===== src/rtl/wb_master_seq.sv =====
// ---------------------------------------------------------------------------
// wb_master_seq
//
// Purpose:
//   Wishbone classic single-cycle initiator. It accepts one read or write
//   command at a time on a valid/ready command port and runs exactly one
//   Wishbone cycle per command. The wait for wb_ack_i is bounded: after
//   TIMEOUT_CYCLES bus cycles without an ack the cycle is aborted. The result
//   (read data, or a timeout flag) is returned on a valid/ready response port.
//
// Parameters:
//   TIMEOUT_CYCLES  bus cycles without ack before abort (1 .. 2^16-1)
//   COUNT_W         width of txn_count_o
//
// Ports:
//   wb_clock_i      in   single clock for all logic
//   wb_reset_n_i    in   asynchronous reset, active-low
//   cmd_valid_i     in   command present
//   cmd_ready_o     out  command accepted on valid & ready (high in IDLE)
//   cmd_we_i        in   1 = write, 0 = read
//   cmd_sel_i       in   byte selects
//   cmd_addr_i      in   byte address
//   cmd_data_i      in   write data
//   rsp_valid_o     out  response present
//   rsp_ready_i     in   response consumed on valid & ready
//   rsp_data_o      out  read data (0 for writes and timeouts)
//   rsp_timeout_o   out  1 = cycle aborted without ack
//   wb_cyc_o        out  Wishbone cycle
//   wb_strobe_o     out  Wishbone strobe (always equal to wb_cyc_o)
//   wb_we_o         out  write enable
//   wb_sel_o        out  byte selects
//   wb_addr_o       out  address
//   wb_data_o       out  write data
//   wb_ack_i        in   slave acknowledge
//   wb_data_i       in   slave read data
//   busy_o          out  any state other than IDLE
//   txn_count_o     out  acked transactions completed, wraps to 0
// ---------------------------------------------------------------------------
module wb_master_seq #(
    parameter int TIMEOUT_CYCLES = 255,
    parameter int COUNT_W        = 16
) (
    input  logic               wb_clock_i,
    input  logic               wb_reset_n_i,
    input  logic               cmd_valid_i,
    output logic               cmd_ready_o,
    input  logic               cmd_we_i,
    input  logic [3:0]         cmd_sel_i,
    input  logic [31:0]        cmd_addr_i,
    input  logic [31:0]        cmd_data_i,
    output logic               rsp_valid_o,
    input  logic               rsp_ready_i,
    output logic [31:0]        rsp_data_o,
    output logic               rsp_timeout_o,
    output logic               wb_cyc_o,
    output logic               wb_strobe_o,
    output logic               wb_we_o,
    output logic [3:0]         wb_sel_o,
    output logic [31:0]        wb_addr_o,
    output logic [31:0]        wb_data_o,
    input  logic               wb_ack_i,
    input  logic [31:0]        wb_data_i,
    output logic               busy_o,
    output logic [COUNT_W-1:0] txn_count_o
);

    typedef enum logic [1:0] {
        IDLE = 2'd0,
        BUS  = 2'd1,
        RESP = 2'd2
    } state_t;

    // Counter value seen on the last permitted bus cycle; the counter is
    // cleared on accept, so it reads 0 during the first bus cycle.
    localparam logic [15:0] TIMEOUT_LAST = 16'(TIMEOUT_CYCLES - 1);

    state_t      state;
    state_t      state_next;
    logic [15:0] timeout_count;
    logic        cmd_accept;
    logic        rsp_accept;
    logic        bus_ack;
    logic        bus_expire;

    assign cmd_accept = cmd_valid_i & cmd_ready_o;
    assign rsp_accept = rsp_valid_o & rsp_ready_i;
    assign bus_ack    = (state == BUS) & wb_ack_i;
    // Ack has priority over expiry when both land in the same cycle.
    assign bus_expire = (state == BUS) & ~wb_ack_i & (timeout_count == TIMEOUT_LAST);

    // State register. The async reset returns to IDLE immediately, which
    // drops cyc/stb without waiting for an edge because they decode state.
    always_ff @(posedge wb_clock_i or negedge wb_reset_n_i) begin
        if (!wb_reset_n_i) begin
            state <= IDLE;
        end else begin
            state <= state_next;
        end
    end

    // Next-state logic.
    always_comb begin
        state_next = state;
        case (state)
            IDLE:    if (cmd_accept)             state_next = BUS;
            BUS:     if (bus_ack || bus_expire)  state_next = RESP;
            RESP:    if (rsp_accept)             state_next = IDLE;
            default:                             state_next = IDLE;
        endcase
    end

    // Output decode. All handshake and bus-qualifier outputs are pure
    // functions of state so they stay glitch-consistent with the FSM.
    always_comb begin
        cmd_ready_o = 1'b0;
        rsp_valid_o = 1'b0;
        wb_cyc_o    = 1'b0;
        busy_o      = 1'b1;
        case (state)
            IDLE: begin
                cmd_ready_o = 1'b1;
                busy_o      = 1'b0;
            end
            BUS:     wb_cyc_o    = 1'b1;
            RESP:    rsp_valid_o = 1'b1;
            default: ;
        endcase
    end

    assign wb_strobe_o = wb_cyc_o;

    // Command capture. These registers only load on accept, so they keep the
    // last command's values outside BUS and are zero only after reset.
    always_ff @(posedge wb_clock_i or negedge wb_reset_n_i) begin
        if (!wb_reset_n_i) begin
            wb_we_o   <= 1'b0;
            wb_sel_o  <= 4'h0;
            wb_addr_o <= 32'h0;
            wb_data_o <= 32'h0;
        end else if (cmd_accept) begin
            wb_we_o   <= cmd_we_i;
            wb_sel_o  <= cmd_sel_i;
            wb_addr_o <= cmd_addr_i;
            wb_data_o <= cmd_data_i;
        end
    end

    // Bus wait counter: cleared on accept, advances every bus cycle.
    always_ff @(posedge wb_clock_i or negedge wb_reset_n_i) begin
        if (!wb_reset_n_i) begin
            timeout_count <= 16'h0;
        end else if (cmd_accept) begin
            timeout_count <= 16'h0;
        end else if (state == BUS) begin
            timeout_count <= timeout_count + 16'd1;
        end
    end

    // Response capture at the end of the bus phase; held through RESP.
    always_ff @(posedge wb_clock_i or negedge wb_reset_n_i) begin
        if (!wb_reset_n_i) begin
            rsp_data_o    <= 32'h0;
            rsp_timeout_o <= 1'b0;
        end else if (bus_ack) begin
            rsp_data_o    <= wb_we_o ? 32'h0 : wb_data_i;
            rsp_timeout_o <= 1'b0;
        end else if (bus_expire) begin
            rsp_data_o    <= 32'h0;
            rsp_timeout_o <= 1'b1;
        end
    end

    // Completed-transaction counter; aborted cycles are not counted.
    always_ff @(posedge wb_clock_i or negedge wb_reset_n_i) begin
        if (!wb_reset_n_i) begin
            txn_count_o <= '0;
        end else if (rsp_accept && !rsp_timeout_o) begin
            txn_count_o <= txn_count_o + COUNT_W'(1);
        end
    end

endmodule

===== config.mk =====
export PLATFORM = sky130hd
export DESIGN_NAME = wb_master_seq
export DESIGN_NICKNAME = d
export VERILOG_FILES = /design/src/rtl/wb_master_seq.sv
export SDC_FILE = /design/constraint.sdc
export NUM_CORES = 1
export LEC_CHECK = 0
export BUFFER_PORTS_ARGS = -buffer_cell sky130_fd_sc_hd__clkbuf_2
export CORE_MARGIN = 3
export CORE_UTILIZATION = 52
export DETAILED_ROUTE_END_ITERATION = 12
export PLACE_DENSITY = 0.94
export SKIP_CTS_REPAIR_TIMING = 1
export SYNTH_ARGS = -nofsm -noshare
export SYNTH_HDL_FRONTEND = slang
export SYNTH_SLANG_ARGS = --single-unit
export TNS_END_PERCENT = 50

===== constraint.sdc =====
create_clock -name wb_clock_i -period 2.85 [get_ports wb_clock_i]
set_input_delay 0.57 -clock wb_clock_i [delete_from_list [all_inputs] [get_ports wb_clock_i]]
set_output_delay 0.57 -clock wb_clock_i [all_outputs]
set_load 0.01 [all_outputs]

==> impl_metrics.csv <==
group,metric,value,unit
synthesis,yosys.cell_types.count,42,
worst_setup_path,slowest_delay,0.45,ns
pwr,power.leakage,4.23,nW
worst_setup_path,cp-endpoint,"wb_cyc_o",
synthesis,synthTopCellsByArea,"dfrtp_1 (59%), nand2_1 (15%), a22o_1 (4.9%)",
clock_tree,cts_sinks,136,
global_route,grt.total_usage,25.0,%
worst_setup_path,r2r_start,"state[1]",
worst_setup_path,crit_path_start_kind,"register",
worst_setup_path,critPathRequiredTime,2.28,ns
cells_and_area,final_area,7660,µm²
run_status,outcome,"finished with violations",
cells_and_area,diodes,0,
drt,viasPerCell,5.25,
synthesis,async_flop_share,100,%
drt,routed-via-count,4971,
pwr,peakVddDrop,0.000572,V
global_route,first_global_vias,5027,
synthesis,synth_ff_type,"dfrtp_1",
clock_tree,cts_tree,"built",
global_route,grt.met2_usage,40.7,%
placed_design,hpwlAfterDp,10700,µm
drt,first_pass_iters,5,
sta,fmax,435,MHz
worst_setup_path,worst-path-stages,3,
synthesis,synth-edff-count,0,
global_route,met1_usage,31.3,%
sta,finalSetupTns,0,ns
global_route,grt_max_degree,72,
synthesis,yosysTopAreaCell,"dfrtp_1",
global_route,grt_util_met3,7.75,%
synthesis,synth_area,5720,µm²
sta,finalCritPeriodShare,80.7,%
placed_design,io_buffer_count,228,
sta,rsz0062_at_grt,"no",
sta,setup_viol,0,
clock_tree,clockBufferDepth,2,
worst_setup_path,worst-path-buf-inv,2,
synthesis,synth_warnings,0,
clock_tree,cts_buffers,17,
sta,fin_crit,2.30,ns
drt,finalWirelength,15000,µm
pwr,totalPowerFinal,8.66,mW
sta,finClkSkew,0.00920,ns
sta,holdWs,-0.0142,ns
worst_setup_path,r2r_slack,0.90,ns
synthesis,synth_seq_cells,136,
die,die_y,111,µm
sta,slew_violations,0,
clock_tree,clkSlewWorstSetupHoldPaths,0.06,ns
cells_and_area,finalNetCount,907,
cells_and_area,area_delta_synth_final,33.7,%
die,core_area,10500,µm²
clock_tree,htree_levels,4,
hold_path,hp-class,"in -> async",
die,rows,37,
worst_setup_path,startpoint,"state[1]",
sta,worst_pin_slew,0.682,ns
worst_setup_path,worstPathCellList,"nand2b_1 > inv_1 > clkbuf_2",
placed_design,place_area,7020,µm²
worst_setup_path,critPathCaptureType,"output port",
clock_tree,root_buffer,"clkbuf_8",
run,cap_viol_max_count,0,
global_route,busiest_layer,"met2",
sta,hold_viol,20,
synthesis,yosysTopAreaCellShare,59.5,%
sta,relSlewSlack,54.4,%
worst_setup_path,cp_slowest_cell,"dfrtp_1",
synthesis,netlist_instances,574,
synthesis,ys_seq_area_share,59.5,%
pwr,power_density,1130,nW/µm²
clock_tree,clkLatencyLatePin,0.51,ns
synthesis,avgSynthCellArea,9.97,µm²
drt,post_drt_wl_per_cell,15.8,µm
synthesis,synth_common_cells,"nand2_1 (233), dfrtp_1 (136), a21o_1 (35)",
global_route,grt_pass1_wl,24800,µm
global_route,overflow,0,
worst_setup_path,rr_endpoint,"rsp_data_o[10]",
placed_design,place.gp.congestion,0.802,
die,die_width,111,µm
drt,drcViolationCount,0,
die,initial_core_util,54.5,%
synthesis,yosysMostFrequentCell,"nand2_1",
worst_setup_path,cpLargestDelayFamily,"buffers and inverters",
cells_and_area,drive_above_1_share,34.2,%
worst_setup_path,worstRegToRegCells,6,
synthesis,synth_nets,683,
global_route,antenna_found_initial,0,
worst_setup_path,arrival,1.73,ns
drt,ant_nets,0,
drt,drt_first_iter_violations,366,
worst_setup_path,worstPathMaxFanout,12,
worst_setup_path,worstSetupPathType,"reg -> out",
die,io_pins,229,
run_status,violations,"negative hold slack",
die,dieArea,12300,µm²
state kept, by name, indices dropped and copies added, names as in the netlist:
register	flops
rsp_timeout_o	1
timeout_count	16
rsp_data_o	32
wb_addr_o	32
state	2
txn_count_o	16
wb_we_o	1
wb_sel_o	4
wb_data_o	32
layout by cell type (no fill, tap or decap), drive strengths merged, types with 3 or more instances in the layout:
master  count
nor2       12
a22o       32
nand4       3
clkinv      4
ha          3
nand2     233
clkbuf    249
nand3      15
mux2i       6
buf         8
a21o       35
xor2        4
o21ai       9
dfrtp     136
xnor2      11
inv         7
and3        4
nor4        4
a31oi       7
bufinv      4
nor3b       3
final cells by class:
class / count / area, µm²
flip-flops and latches: 136 / 3400
repair buffers: 235 / 1240
clock inverters: 10 / 166
well taps: 136 / 170
fillers: 715 / 2850
inverters: 7 / 26.3
multi-input cells: 401 / 2180
clock buffers: 22 / 473
where the power goes:
group | switching, mW | total (mW) | internal [mW]
Clock | 0.793 | 2.31 | 1.52
Combinational | 1.75 | 3.10 | 1.34
Sequential | 0.568 | 3.26 | 2.69
stage by stage:
stage                     util [%]  instances  setup WS, ns
after floorplan                  -        574          1.12
after global placement        66.8        915          1.00
after detailed placement      66.8        915         0.940
after CTS                     72.9        947         0.532
after global routing          72.9        947         0.453
final                         72.9        947         0.550
layer usage:
layer,vias up,wire length (µm)
li1,2363,-
met1,2338,6010
met2,241,7290
met3,29,1260
met4,0,388
met5,-,0
worst min-delay path by stage:
stage                             start        endpoint  slack [ns]  cells past startpoint
after global placement    wb_data_o[30]   wb_data_o[30]        0.46                      2
after floorplan            wb_reset_n_i   rsp_data_o[0]        0.27                      0
final                      wb_reset_n_i  rsp_data_o[10]       -0.01                      1
after detailed placement   wb_addr_o[3]    wb_addr_o[3]        0.46                      2
after global routing       wb_reset_n_i   rsp_data_o[3]       0.004                      1
after CTS                  wb_reset_n_i   rsp_data_o[3]       -0.02                      1
logic make-up (layout without fill, tap and decap cells):
group,count (synthesis),count (layout),share of synthesized area (%)
flops,136,136,59.5
compound gates,91,91,12.0
buf+inv,37,274,2.82
xor+xnor,15,15,2.29
simple gates,286,286,21.7
mux,6,6,1.05
fa+ha+maj,3,3,0.656
Power figures use the tool's default switching activity.
